### src/rtl/clock_display_scan.sv
// Six-digit multiplexed 7-segment back-end for the HH MM SS clock.
// Inputs are snapshotted once per scan frame so a frame never mixes old
// and new time values; the field under adjustment blinks.
module clock_display_scan #(
  parameter int SCAN_DIV  = 1000,
  parameter int BLINK_DIV = 32
) (
  input  logic       clk,
  input  logic       clear_n,
  input  logic [5:0] hours,
  input  logic [5:0] minutes,
  input  logic [5:0] seconds,
  input  logic [1:0] edit_sel,
  output logic [6:0] seg,
  output logic [5:0] dig_en,
  output logic       frame_done
);

  localparam int PW = (SCAN_DIV  > 1) ? $clog2(SCAN_DIV)  : 1;
  localparam int FW = (BLINK_DIV > 1) ? $clog2(BLINK_DIV) : 1;

  logic [PW-1:0] prescaler;
  logic [FW-1:0] frame_cnt;
  logic [2:0]    idx;
  logic [5:0]    snap_h, snap_m, snap_s;
  logic [1:0]    snap_sel;
  logic          blink_phase;

  logic          tick, boundary, frame_wrap, phase_next;
  logic [2:0]    idx_next;
  logic [5:0]    cur_h, cur_m, cur_s, field_val;
  logic [1:0]    cur_sel, field_id;
  logic          field_bad;
  logic [3:0]    tens, ones, digit;
  logic [6:0]    seg_next;

  function automatic logic [6:0] seg_code(input logic [3:0] d);
    case (d)
      4'd0:    seg_code = 7'h3F;
      4'd1:    seg_code = 7'h06;
      4'd2:    seg_code = 7'h5B;
      4'd3:    seg_code = 7'h4F;
      4'd4:    seg_code = 7'h66;
      4'd5:    seg_code = 7'h6D;
      4'd6:    seg_code = 7'h7D;
      4'd7:    seg_code = 7'h07;
      4'd8:    seg_code = 7'h7F;
      4'd9:    seg_code = 7'h6F;
      default: seg_code = 7'h00;
    endcase
  endfunction

  // Segment pattern for the digit about to be shown; at a frame boundary the
  // live inputs bypass the snapshot so digit 0 already reflects the new capture.
  always_comb begin
    tick       = (prescaler == PW'(SCAN_DIV - 1));
    boundary   = tick && (idx == 3'd5);
    idx_next   = (idx == 3'd5) ? 3'd0 : idx + 3'd1;
    cur_h      = boundary ? hours    : snap_h;
    cur_m      = boundary ? minutes  : snap_m;
    cur_s      = boundary ? seconds  : snap_s;
    cur_sel    = boundary ? edit_sel : snap_sel;
    frame_wrap = (frame_cnt == FW'(BLINK_DIV - 1));
    phase_next = (boundary && frame_wrap) ? ~blink_phase : blink_phase;

    field_val = cur_s;
    field_bad = (cur_s > 6'd59);
    field_id  = 2'b11;
    case (idx_next[2:1])
      2'd0: begin
        field_val = cur_h;
        field_bad = (cur_h > 6'd23);
        field_id  = 2'b01;
      end
      2'd1: begin
        field_val = cur_m;
        field_bad = (cur_m > 6'd59);
        field_id  = 2'b10;
      end
      default: ;
    endcase

    tens  = 4'(field_val / 6'd10);
    ones  = 4'(field_val % 6'd10);
    digit = idx_next[0] ? ones : tens;

    seg_next = field_bad ? 7'h40 : seg_code(digit);
    if (phase_next && (cur_sel != 2'b00) && (cur_sel == field_id))
      seg_next = 7'h00;
  end

  // Scan timing, digit outputs, per-frame snapshot and blink phase.
  always_ff @(posedge clk or negedge clear_n) begin
    if (!clear_n) begin
      prescaler   <= '0;
      frame_cnt   <= '0;
      idx         <= 3'd0;
      dig_en      <= 6'b000001;
      seg         <= 7'h00;
      frame_done  <= 1'b0;
      snap_h      <= 6'd0;
      snap_m      <= 6'd0;
      snap_s      <= 6'd0;
      snap_sel    <= 2'b00;
      blink_phase <= 1'b0;
    end else begin
      prescaler  <= tick ? '0 : prescaler + 1'b1;
      frame_done <= boundary;
      if (tick) begin
        idx    <= idx_next;
        dig_en <= 6'b000001 << idx_next;
        seg    <= seg_next;
      end
      if (boundary) begin
        snap_h      <= hours;
        snap_m      <= minutes;
        snap_s      <= seconds;
        snap_sel    <= edit_sel;
        blink_phase <= phase_next;
        frame_cnt   <= frame_wrap ? '0 : frame_cnt + 1'b1;
      end
    end
  end

endmodule

### config.mk
export PLATFORM = sky130hd
export DESIGN_NAME = clock_display_scan
export DESIGN_NICKNAME = d
export VERILOG_FILES = /design/src/rtl/clock_display_scan.sv
export SDC_FILE = /design/constraint.sdc
export NUM_CORES = 1
export LEC_CHECK = 0
export BUFFER_PORTS_ARGS = -buffer_cell sky130_fd_sc_hd__buf_2
export CORE_AREA = 2 2 66 99
export DETAILED_ROUTE_END_ITERATION = 10
export DIE_AREA = 0 0 68 101
export GPL_ROUTABILITY_DRIVEN = 0
export PLACE_DENSITY = 0.85
export SETUP_SLACK_MARGIN = 0.3
export SLEW_MARGIN = 40
export SYNTH_ARGS = -nofsm -noshare
export SYNTH_HDL_FRONTEND = slang
export SYNTH_SLANG_ARGS = --single-unit
### constraint.sdc
create_clock -name clk -period 5.45 [get_ports clk]
set_input_delay 0.545 -clock clk [delete_from_list [all_inputs] [get_ports clk]]
set_output_delay 0.545 -clock clk [all_outputs]
set_load 0.02 [all_outputs]
==> flow_summary.json <==
{
  "io_pins": 36,
  "synthCells": 366,
  "synth_top_family_by_area": "simple AND/OR/NAND/NOR gates",
  "die_y_um": 101,
  "setup_violations": 0,
  "drive_above_1_share_pct": 19.4,
  "placed_area_um2": 3530,
  "drv_slew": 0,
  "synth_area_per_cell_um2": 9.01,
  "coreArea_um2": 6040,
  "crit_family": "compound AO/OA/AOI/OAI gates",
  "antenna_found_initial": 0,
  "hold_violations": 0,
  "synth-async-reset-ratio_pct": 100,
  "cts_sinks": 53,
  "synthSimpleGateAreaFrac_pct": 24.6,
  "drt-initial-drc-count": 217,
  "wl_per_cell_um": 15.9,
  "clockBufferDepth": 2,
  "finalSetupTns_ns": 0,
  "synth-compound-area-share_pct": 19.6,
  "hold_buffers": 0,
  "synthMuxAreaShare_pct": 5.01,
  "path_buf_inv": 3,
  "drtAntennaViolNets": 0,
  "power_density_nw_per_um2": 188,
  "timing.final.crit_share_pct": 89.6,
  "clk_latency_ns": 0.32,
  "synth_top_area_share_pct": 39.5,
  "fin_nets": 434,
  "synth.distinct_cells": 68,
  "worst-path-max-fanout": 6,
  "start_kind": "flip-flop",
  "status": "finished clean",
  "start_util_pct": 54.6,
  "path_class": "reg -> reg",
  "drc": 0,
  "fin_skew_ns": 0.00828,
  "r2r_cells": 21,
  "worstPathArrival_ns": 5.13,
  "grt_pass1_wl_um": 12800,
  "fin_crit_ns": 4.88,
  "maxCapViolCount": 0,
  "cp_slowest_stage_delay_ns": 0.42,
  "grt_usage_pct": 24.0,
  "ir_drop_v": 0.0000953,
  "hpwl_um": 5460,
  "synth_top_cell_by_area": "dfrtp_1",
  "grt_max_degree": 54,
  "routed_wl_um": 7570,
  "rsz0062_at_grt": "no",
  "critPathCaptureType": "flip-flop",
  "synth_warnings": 0,
  "worst_slack_ns": 0.569,
  "worstReg2RegStart": "prescaler[0]",
  "synth.yosys.seq_area_share_pct": 40.3,
  "synth_edf_count": 0,
  "wl_met1_um": 3080,
  "cp-startpoint": "prescaler[0]",
  "crit_slowest_cell": "dfrtp_1",
  "reg2reg_to": "seg[6]",
  "viasPerCell": 5.96,
  "synthFlopType": "dfrtp_1",
  "synth_seq_cells": 53,
  "yosys.area_share.xor_xnor_pct": 2.92,
  "syn_area_um2": 3300,
  "wl_met2_um": 3890,
  "max_freq_ghz": 0.205,
  "critPathMostFrequentCell": "ha_1",
  "htreeDepth": 2,
  "drt_pass1_iterations": 5,
  "hold_class": "in -> async",
  "cts_buffers": 5,
  "met3_length_um": 364,
  "tightest_slew_ns": 0.650,
  "synthAdderAreaFrac_pct": 4.17,
  "synth_most_common_cell": "nand2_1",
  "die-area_um2": 6870,
  "syn-num-nets": 399,
  "overflow": 0,
  "vias": 2837,
  "synthTopCellsByCount": "nand2_1, dfrtp_1, o21ai_0, nor2_1, a21oi_1",
  "route.top_layer_used": "met4",
  "dp_slack_ns": 0.343,
  "yosys-top-cells-area": "dfrtp_1, nand2_1, ha_1",
  "cp.depth": 21,
  "diodes": 0,
  "clk_pin_slew_ns": 0.10,
  "path_cells": "ha_1 -> and4bb_2 -> nand4_4 -> inv_2 -> nor3_1 -> nor2_2 -> inv_1 -> ha_1 -> nand2b_1 -> a21oi_1 -> a22o_1 -> a211o_1 -> a21boi_0 -> ha_1 -> or3_1 -> o22a_1 -> a221oi_4 -> buf_4 -> nand2_1 -> o211a_1 -> a31oi_1",
  "cts_root_buf": "clkbuf_8",
  "r2r_slack_ns": 0.57,
  "syn_to_final_growth_pct": 11.7,
  "rows": 35,
  "critPathRequiredTime_ns": 5.70,
  "cts_tree": "built",
  "finalInstanceArea_um2": 3680,
  "p_leak_nw": 1.70,
  "die-width_um": 68,
  "maxSlewHeadroom_pct": 56.7,
  "portBuffers": 35,
  "grt_pass1_vias": 2863
}
## cell usage in the layout (no fill, tap or decap), types with 3 or more instances in the layout
cell type  instances
nor3_1             5
nor4b_1            3
a22oi_1            4
nor2_1            16
mux2_2             8
buf_2             35
or3_1              3
and3_1             7
o31ai_1            5
o21ai_1            3
mux2i_1            6
dfrtp_1           50
nand2_1           91
and2_1             6
nor2b_1            3
clkbuf_8           5
inv_1             11
xnor2_1            7
nand3_1            8
a21o_1             5
a31oi_1            3
o21ai_0           19
nor3b_1            4
xor2_1             4
a211o_1            3
ha_1              11
buf_4              7
a21oi_1           16
## where the power goes
group / internal (W) / switching (W)
clock: 0.000140 / 0.000143
combinational: 0.00000592 / 0.0000104
sequential: 0.000393 / 0
total: 0.000539 / 0.000154
## kinds of logic (layout without fill, tap and decap cells)
logic type / count (synthesis) / after routing
simple gates: 165 / 165
mux: 15 / 15
buf+inv: 26 / 62
flops: 53 / 53
compound gates: 85 / 85
fa+ha+maj: 11 / 11
xor+xnor: 11 / 11
## through the flow
step | total power (W) | instances | hold slack [ns] | utilization (%)
detailed placement | 0.000418 | 466 | 0.465 | 58.5
floorplan | 0.000401 | 366 | 0.249 | -
CTS | 0.000696 | 474 | 0.366 | 60.4
global placement | 0.000418 | 466 | 0.458 | 58.5
global route | 0.000711 | 476 | 0.410 | 61.0
finish | 0.000693 | 476 | 0.335 | 61.0
## timing repair
item | in CTS | in global routing
endpoints found under the setup margin | 1 | 7
buffers inserted | 0 | 2
pin swaps | 0 | 2
endpoints found under the hold margin | 0 | 0
gates cloned | 0 | 0
resized for setup | 1 | 4
## state kept, by name, indices dropped and copies added (netlist names)
register and cells:
snap_m 6, snap_h 6, seg 7, snap_s 6, frame_done 1, idx 3, prescaler 10, snap_sel 2
frame_cnt 5, blink_phase 1, dig_en 6
## worst max-delay path by stage
stage / to / slack (ns)
4_1_cts: seg[4] / 0.31
5_1_grt: seg[6] / 0.29
3_5_place_dp: seg[4] / 0.34
3_3_place_gp: seg[4] / 0.52
2_1_floorplan: seg[4] / 0.94
6_report: seg[6] / 0.57
## final cells by class
type | count | area (µm²)
Clock inverter | 3 | 47.5
Sequential cell | 53 | 1330
Multi-Input combinational cell | 287 | 1870
Tap cell | 74 | 92.6
Inverter | 12 | 45.0
Clock buffer | 5 | 68.8
Timing Repair Buffer | 42 | 228
Fill cell | 522 | 2360
## worst reg2reg max path, stage by stage (launching register included)
cell and delay, ns:
dfrtp_1 0.42, ha_1 0.24, and4bb_2 0.30, nand4_4 0.15
inv_2 0.08, nor3_1 0.36, nor2_2 0.14, inv_1 0.14
ha_1 0.28, nand2b_1 0.09, a21oi_1 0.05, a22o_1 0.29
a211o_1 0.36, a21boi_0 0.16, ha_1 0.25, or3_1 0.37
o22a_1 0.20, a221oi_4 0.30, buf_4 0.19, nand2_1 0.06
o211a_1 0.22, a31oi_1 0.15
## per-layer routing
metal	up-vias	global-route usage [%]
met3	27	3.91
met1	1326	28.8
li1	1375	-
met4	0	10.5
met5	-	0
met2	109	41.3
No activity file was read; power rests on OpenSTA's default activity.
